### config.mk
export PLATFORM = sky130hd
export DESIGN_NAME = mini_logger_drain
export DESIGN_NICKNAME = d
export VERILOG_FILES = /design/src/rtl/mini_logger_drain.sv
export SDC_FILE = /design/constraint.sdc
export NUM_CORES = 1
export LEC_CHECK = 0
export ABC_CLOCK_PERIOD_IN_PS = 1550
export BUFFER_PORTS_ARGS = -buffer_cell sky130_fd_sc_hd__buf_4
export CORE_MARGIN = 3
export CORE_UTILIZATION = 41
export DETAILED_ROUTE_END_ITERATION = 10
export PLACE_DENSITY = 0.72
export SLEW_MARGIN = 40
export SYNTH_ARGS = -nofsm -noshare
export SYNTH_HDL_FRONTEND = slang
export SYNTH_SLANG_ARGS = --single-unit
### constraint.sdc
create_clock -name clk -period 1.55 [get_ports clk]
set_input_delay 0.155 -clock clk [delete_from_list [all_inputs] [get_ports clk]]
set_output_delay 0.155 -clock clk [all_outputs]
set_load 0.05 [all_outputs]
### src/rtl/mini_logger_drain.sv
// Drains the ring-buffer logger oldest-entry-first over a valid/ready stream,
// one logger read per data section, holding logging frozen while busy.
module mini_logger_drain #(
    parameter int MEM_DEPTH_LOG2 = 8,
    parameter int LOG_DATA_W     = 128,
    parameter int PADDING_W      = 128,
    parameter int OUTPUT_W       = 64,
    parameter int MEM_WIDTH      = LOG_DATA_W + PADDING_W,
    parameter int MEM_ADDR_W     = $clog2(MEM_WIDTH/8) + MEM_DEPTH_LOG2
) (
    input  logic                      clk,
    input  logic                      rst_n,
    input  logic                      start_val,
    output logic                      start_rdy,
    input  logic [MEM_ADDR_W-1:0]     curr_wr_addr,
    input  logic                      has_looped,
    output logic                      log_freeze,
    output logic                      rd_req_val,
    output logic [MEM_ADDR_W-1:0]     rd_req_addr,
    input  logic                      rd_resp_val,
    input  logic [OUTPUT_W-1:0]       rd_resp_data,
    output logic                      out_val,
    input  logic                      out_rdy,
    output logic [OUTPUT_W-1:0]       out_data,
    output logic                      out_entry_last,
    output logic                      out_last,
    output logic [MEM_DEPTH_LOG2:0]   entry_count,
    output logic                      done
);

    localparam int WORD_SECT_W = $clog2(OUTPUT_W/8);
    localparam int TOP_SECT    = MEM_WIDTH/OUTPUT_W - 1;
    localparam int LOW_SECT    = PADDING_W/OUTPUT_W;
    localparam int SECT_W      = (TOP_SECT > 0) ? $clog2(TOP_SECT + 1) : 1;
    localparam int LINE_SHIFT  = MEM_ADDR_W - MEM_DEPTH_LOG2;
    localparam int CNT_W       = MEM_DEPTH_LOG2 + 1;

    typedef enum logic [2:0] {IDLE, REQ, WAIT, OUT, FIN} state_t;

    state_t                    state, state_nxt;
    logic [MEM_DEPTH_LOG2-1:0] line;
    logic [SECT_W-1:0]         sect;
    logic [CNT_W-1:0]          remaining;
    logic [CNT_W-1:0]          entry_count_r;
    logic [OUTPUT_W-1:0]       out_data_r;
    logic                      out_entry_last_r;
    logic                      out_last_r;

    logic [MEM_DEPTH_LOG2-1:0] wr_line;
    logic [CNT_W-1:0]          snap_count;
    logic                      sect_is_low;
    logic                      unused_addr_bits;

    assign wr_line          = curr_wr_addr[MEM_ADDR_W-1 -: MEM_DEPTH_LOG2];
    assign unused_addr_bits = ^curr_wr_addr[LINE_SHIFT-1:0];
    assign snap_count       = has_looped ? (CNT_W'(1) << MEM_DEPTH_LOG2) : {1'b0, wr_line};
    assign sect_is_low      = (sect == SECT_W'(LOW_SECT));

    always_ff @(posedge clk or negedge rst_n) begin
        if (!rst_n) state <= IDLE;
        else        state <= state_nxt;
    end

    always_comb begin
        state_nxt = state;
        case (state)
            IDLE: if (start_val) state_nxt = (snap_count == '0) ? FIN : REQ;
            REQ:  state_nxt = WAIT;
            WAIT: if (rd_resp_val) state_nxt = OUT;
            OUT:  if (out_rdy) begin
                      if (!sect_is_low)             state_nxt = REQ;
                      else if (remaining == CNT_W'(1)) state_nxt = FIN;
                      else                          state_nxt = REQ;
                  end
            FIN:  state_nxt = IDLE;
            default: state_nxt = IDLE;
        endcase
    end

    always_comb begin
        start_rdy   = (state == IDLE);
        log_freeze  = (state != IDLE);
        rd_req_val  = (state == REQ);
        out_val     = (state == OUT);
        done        = (state == FIN);
        rd_req_addr = '0;
        if (state == REQ)
            rd_req_addr = (MEM_ADDR_W'(line) << LINE_SHIFT) | (MEM_ADDR_W'(sect) << WORD_SECT_W);
    end

    always_ff @(posedge clk or negedge rst_n) begin
        if (!rst_n) begin
            line             <= '0;
            sect             <= '0;
            remaining        <= '0;
            entry_count_r    <= '0;
            out_data_r       <= '0;
            out_entry_last_r <= 1'b0;
            out_last_r       <= 1'b0;
        end else begin
            case (state)
                IDLE: if (start_val) begin
                    line          <= has_looped ? wr_line : '0;
                    sect          <= SECT_W'(TOP_SECT);
                    remaining     <= snap_count;
                    entry_count_r <= snap_count;
                end
                WAIT: if (rd_resp_val) begin
                    out_data_r       <= rd_resp_data;
                    out_entry_last_r <= sect_is_low;
                    out_last_r       <= sect_is_low && (remaining == CNT_W'(1));
                end
                OUT: if (out_rdy) begin
                    if (!sect_is_low) begin
                        sect <= sect - SECT_W'(1);
                    end else begin
                        sect      <= SECT_W'(TOP_SECT);
                        line      <= line + MEM_DEPTH_LOG2'(1);
                        remaining <= remaining - CNT_W'(1);
                    end
                end
                default: ;
            endcase
        end
    end

    assign out_data       = out_data_r;
    assign out_entry_last = out_entry_last_r;
    assign out_last       = out_last_r;
    assign entry_count    = entry_count_r;

endmodule
==> qor.yml <==
global_routing:
  grt_max_degree: 51
  grt_pass1_vias: 4016
  gr-usage-all-layers: 0.236
  antenna_found_initial: 0
  grt_first_pass_wirelength_um: 21700
  grt_overflow_total: 0
placed_design:
  gp_congestion: 0.800
  placed_area_mm2: 0.00621
  port-buffer-count: 167
  dp_hpwl_um: 8470
detailed_routing:
  drt_iter0_markers: 274
  drt_pre_antenna_iters: 5
  detail_route.vias_per_cell: 5.41
  vias: 4153
  drt-total-wl_um: 15700
  wl_per_cell_um: 20.5
  ant_nets: 0
  drc: 0
clock_network:
  clock_sinks: 97
  cts_tree: "yes"
  insertion_delay_ns: 0.36
  h-tree-depth: 3
  cts.path.max_buffers: 2
  cts_buffers: 9
  clk_pin_slew_ns: 0.12
  cts_root_buffer: "clkbuf_8"
die:
  fp.dieH_um: 110
  num_rows: 37
  die_w_um: 110
  core_area_mm2: 0.0104
  start_util: 0.425
  die_area_mm2: 0.0121
  ios: 176
yosys:
  avgSynthCellArea_um2: 12.3
  synth_cells: 361
  synth_area_leaders: "dfrtp_1 55%, mux2_2 9.7%, mux2_1 7.1%"
  synth_top_cell_area_share: 0.549
  yosysTopAreaCell: "dfrtp_1"
  netlist_area_mm2: 0.00442
  yosysSeqAreaShare: 0.549
  yosysWarnings: 0
  ys_ff_latch: 97
  synthDistinctLibCells: 53
sta:
  fin_skew_ns: 0.0191
  slew_viol_final: 0
  layout_min_cycle_time_ns: 1.86
  setup_slack_ns: -0.306
  fin_hold_ws_ns: 0.0134
  grt_setup_unrepaired: "yes"
  hold_viol_final: 0
  period_share: 1.20
  setup_viol: 102
  fmax_ghz: 0.539
setup_path:
  crit_required_ns: 1.39
  cp-end-kind: "output port"
  arrival_ns: 1.70
  crit_fanout: 5
  timing_worst_setup_path_type: "reg -> out"
  start_kind: "register"
pwr:
  peakVddDrop_uv: 1480
  p_total_mw: 19.5
  p_leak_nw: 3.67
  power_density_mw_per_mm2: 2500
flow_run:
  drv_cap: 0
cells_and_area:
  design_area_mm2: 0.00778
  syn_to_final_growth_pct: 75.9
  final_util: 0.747
  n_antenna_cell: 0
  layout-drive-gt1-share: 0.619
  nets: 713
min_path:
  hp-class: "in -> reg"
outcome:
  violations: "negative setup slack"
  status: "finished, violations left"
## worst max-delay path, cell delays in order (launching register included)
cell	delay, ns
dfrtp_1	0.41
buf_6	0.13
buf_6	0.11
nor3_4	0.24
buf_6	0.16
and2_4	0.15
buf_8	0.14
## kinds of logic (layout without fill, tap and decap cells)
logic type	count (synthesis)	in the layout	synth area share
simple gates	98	98	0.128
flops	97	97	0.549
mux	67	67	0.170
compound gates	65	67	0.0967
other cells	1	3	0.000848
fa+ha+maj	3	3	0.00849
buf+inv	30	297	0.0467
## stage by stage
step	TNS, ns	worst slack [ns]	cells
after floorplan	-6.03	-0.279	363
after global placement	-2.09	-0.0608	683
after detailed placement	-4.60	-0.102	683
after CTS	-16.13	-0.299	744
after global routing	-16.79	-0.364	768
final	-13.17	-0.306	768
## registers in the layout (all words and copies together), names as in the netlist
register,count
line,8
sect,2
remaining,9
out_last,1
state,3
entry_count,9
out_data,64
out_entry_last,1
## final timing paths
path	from	endpoint	slack [ns]	cells past startpoint
worst max register to register	state[2]	remaining[5]	-0.25	8
min in group asynchronous	rst_n	out_data[5]	0.16	2
worst min-delay path	rd_resp_data[29]	out_data[29]	0.01	2
max in group asynchronous	rst_n	out_data[33]	0.90	3
worst min register to register	entry_count[0]	entry_count[0]	0.49	2
worst max-delay path	state[2]	rd_req_addr[3]	-0.31	6
## metal layers
metal	global-route usage	part of all wire	vias up	wire, um
li1	-	-	1823	-
met1	0.302	0.39	2044	6200
met2	0.396	0.50	240	7850
met3	0.0546	0.079	46	1250
met4	0.0712	0.028	0	446
met5	0	0	-	0
## placed cells by master (no fill, tap or decap), types with 3 or more instances in the layout
cell	Yosys	final
and3_1	3	3
inv_2	1	3
buf_12	0	5
inv_1	6	3
mux2_4	0	65
a31oi_4	1	3
a21oi_2	0	5
buf_8	0	20
clkbuf_8	0	9
nor2_1	18	18
conb_1	1	3
o21ai_0	26	6
a31oi_1	9	8
dfrtp_1	97	95
nand4_1	6	6
nand2_2	0	4
buf_4	10	187
o21ai_1	1	17
buf_6	7	30
nand2b_1	8	8
inv_6	0	4
buf_16	0	8
dlygate4sd3_1	0	22
nand2_1	19	14
nand3_1	10	10
and2_4	0	9
nor3_1	5	3
a21oi_1	9	4
nor4_1	6	3
nor3_4	1	3
o21ai_2	0	4
## cell usage after synthesis, drive strengths merged
master and number:
mux2i 1, o21ai 27, clkbuf 3, and2 9
a22oi 1, o2bb2ai 2, nor2b 1, mux2 66
nand3b 2, nand4 6, a31oi 11, nor3b 3
or3b 1, nor4b 2, conb 1, dfrtp 97
a211oi 2, a31o 2, a311oi 1, a22o 2
inv 7, nand2 19, or4 1, nor4 6
nor2 19, and3 3, nor3 6, a21o 2
buf 20, a21oi 9, nand2b 9, o22a 1
and3b 1, o21bai 1, a21boi 1, ha 3
nand3 10, a2bb2oi 2, a41oi 1
## layout make-up
| type | count | area (um2) |
|---|---|---|
| Fill cell | 639 | 2640 |
| Inverter | 7 | 31.3 |
| Sequential cell | 97 | 2430 |
| Clock inverter | 7 | 85.1 |
| Clock buffer | 9 | 124 |
| Timing Repair Buffer | 274 | 2630 |
| Tap cell | 136 | 170 |
| Multi-Input combinational cell | 238 | 2310 |
## power by group
group	switching [mW]	leakage (nW)	internal, mW	total (mW)
logic	7.34	2.40	5.63	13.0
clock network	0.994	0.103	0.776	1.77
registers	0.969	1.16	3.77	4.74
total	9.31	3.67	10.2	19.5
## timing repair
item                                    4_1_cts  5_1_grt
resized for setup                           126       53
setup buffers                                28       12
hold endpoints to repair                    101       17
pin swaps                                     6       14
endpoints found under the setup margin       92      111
gates cloned                                 12        2
hold buffers                                  5       17
Note: power is estimated with default switching activity, not from simulation.
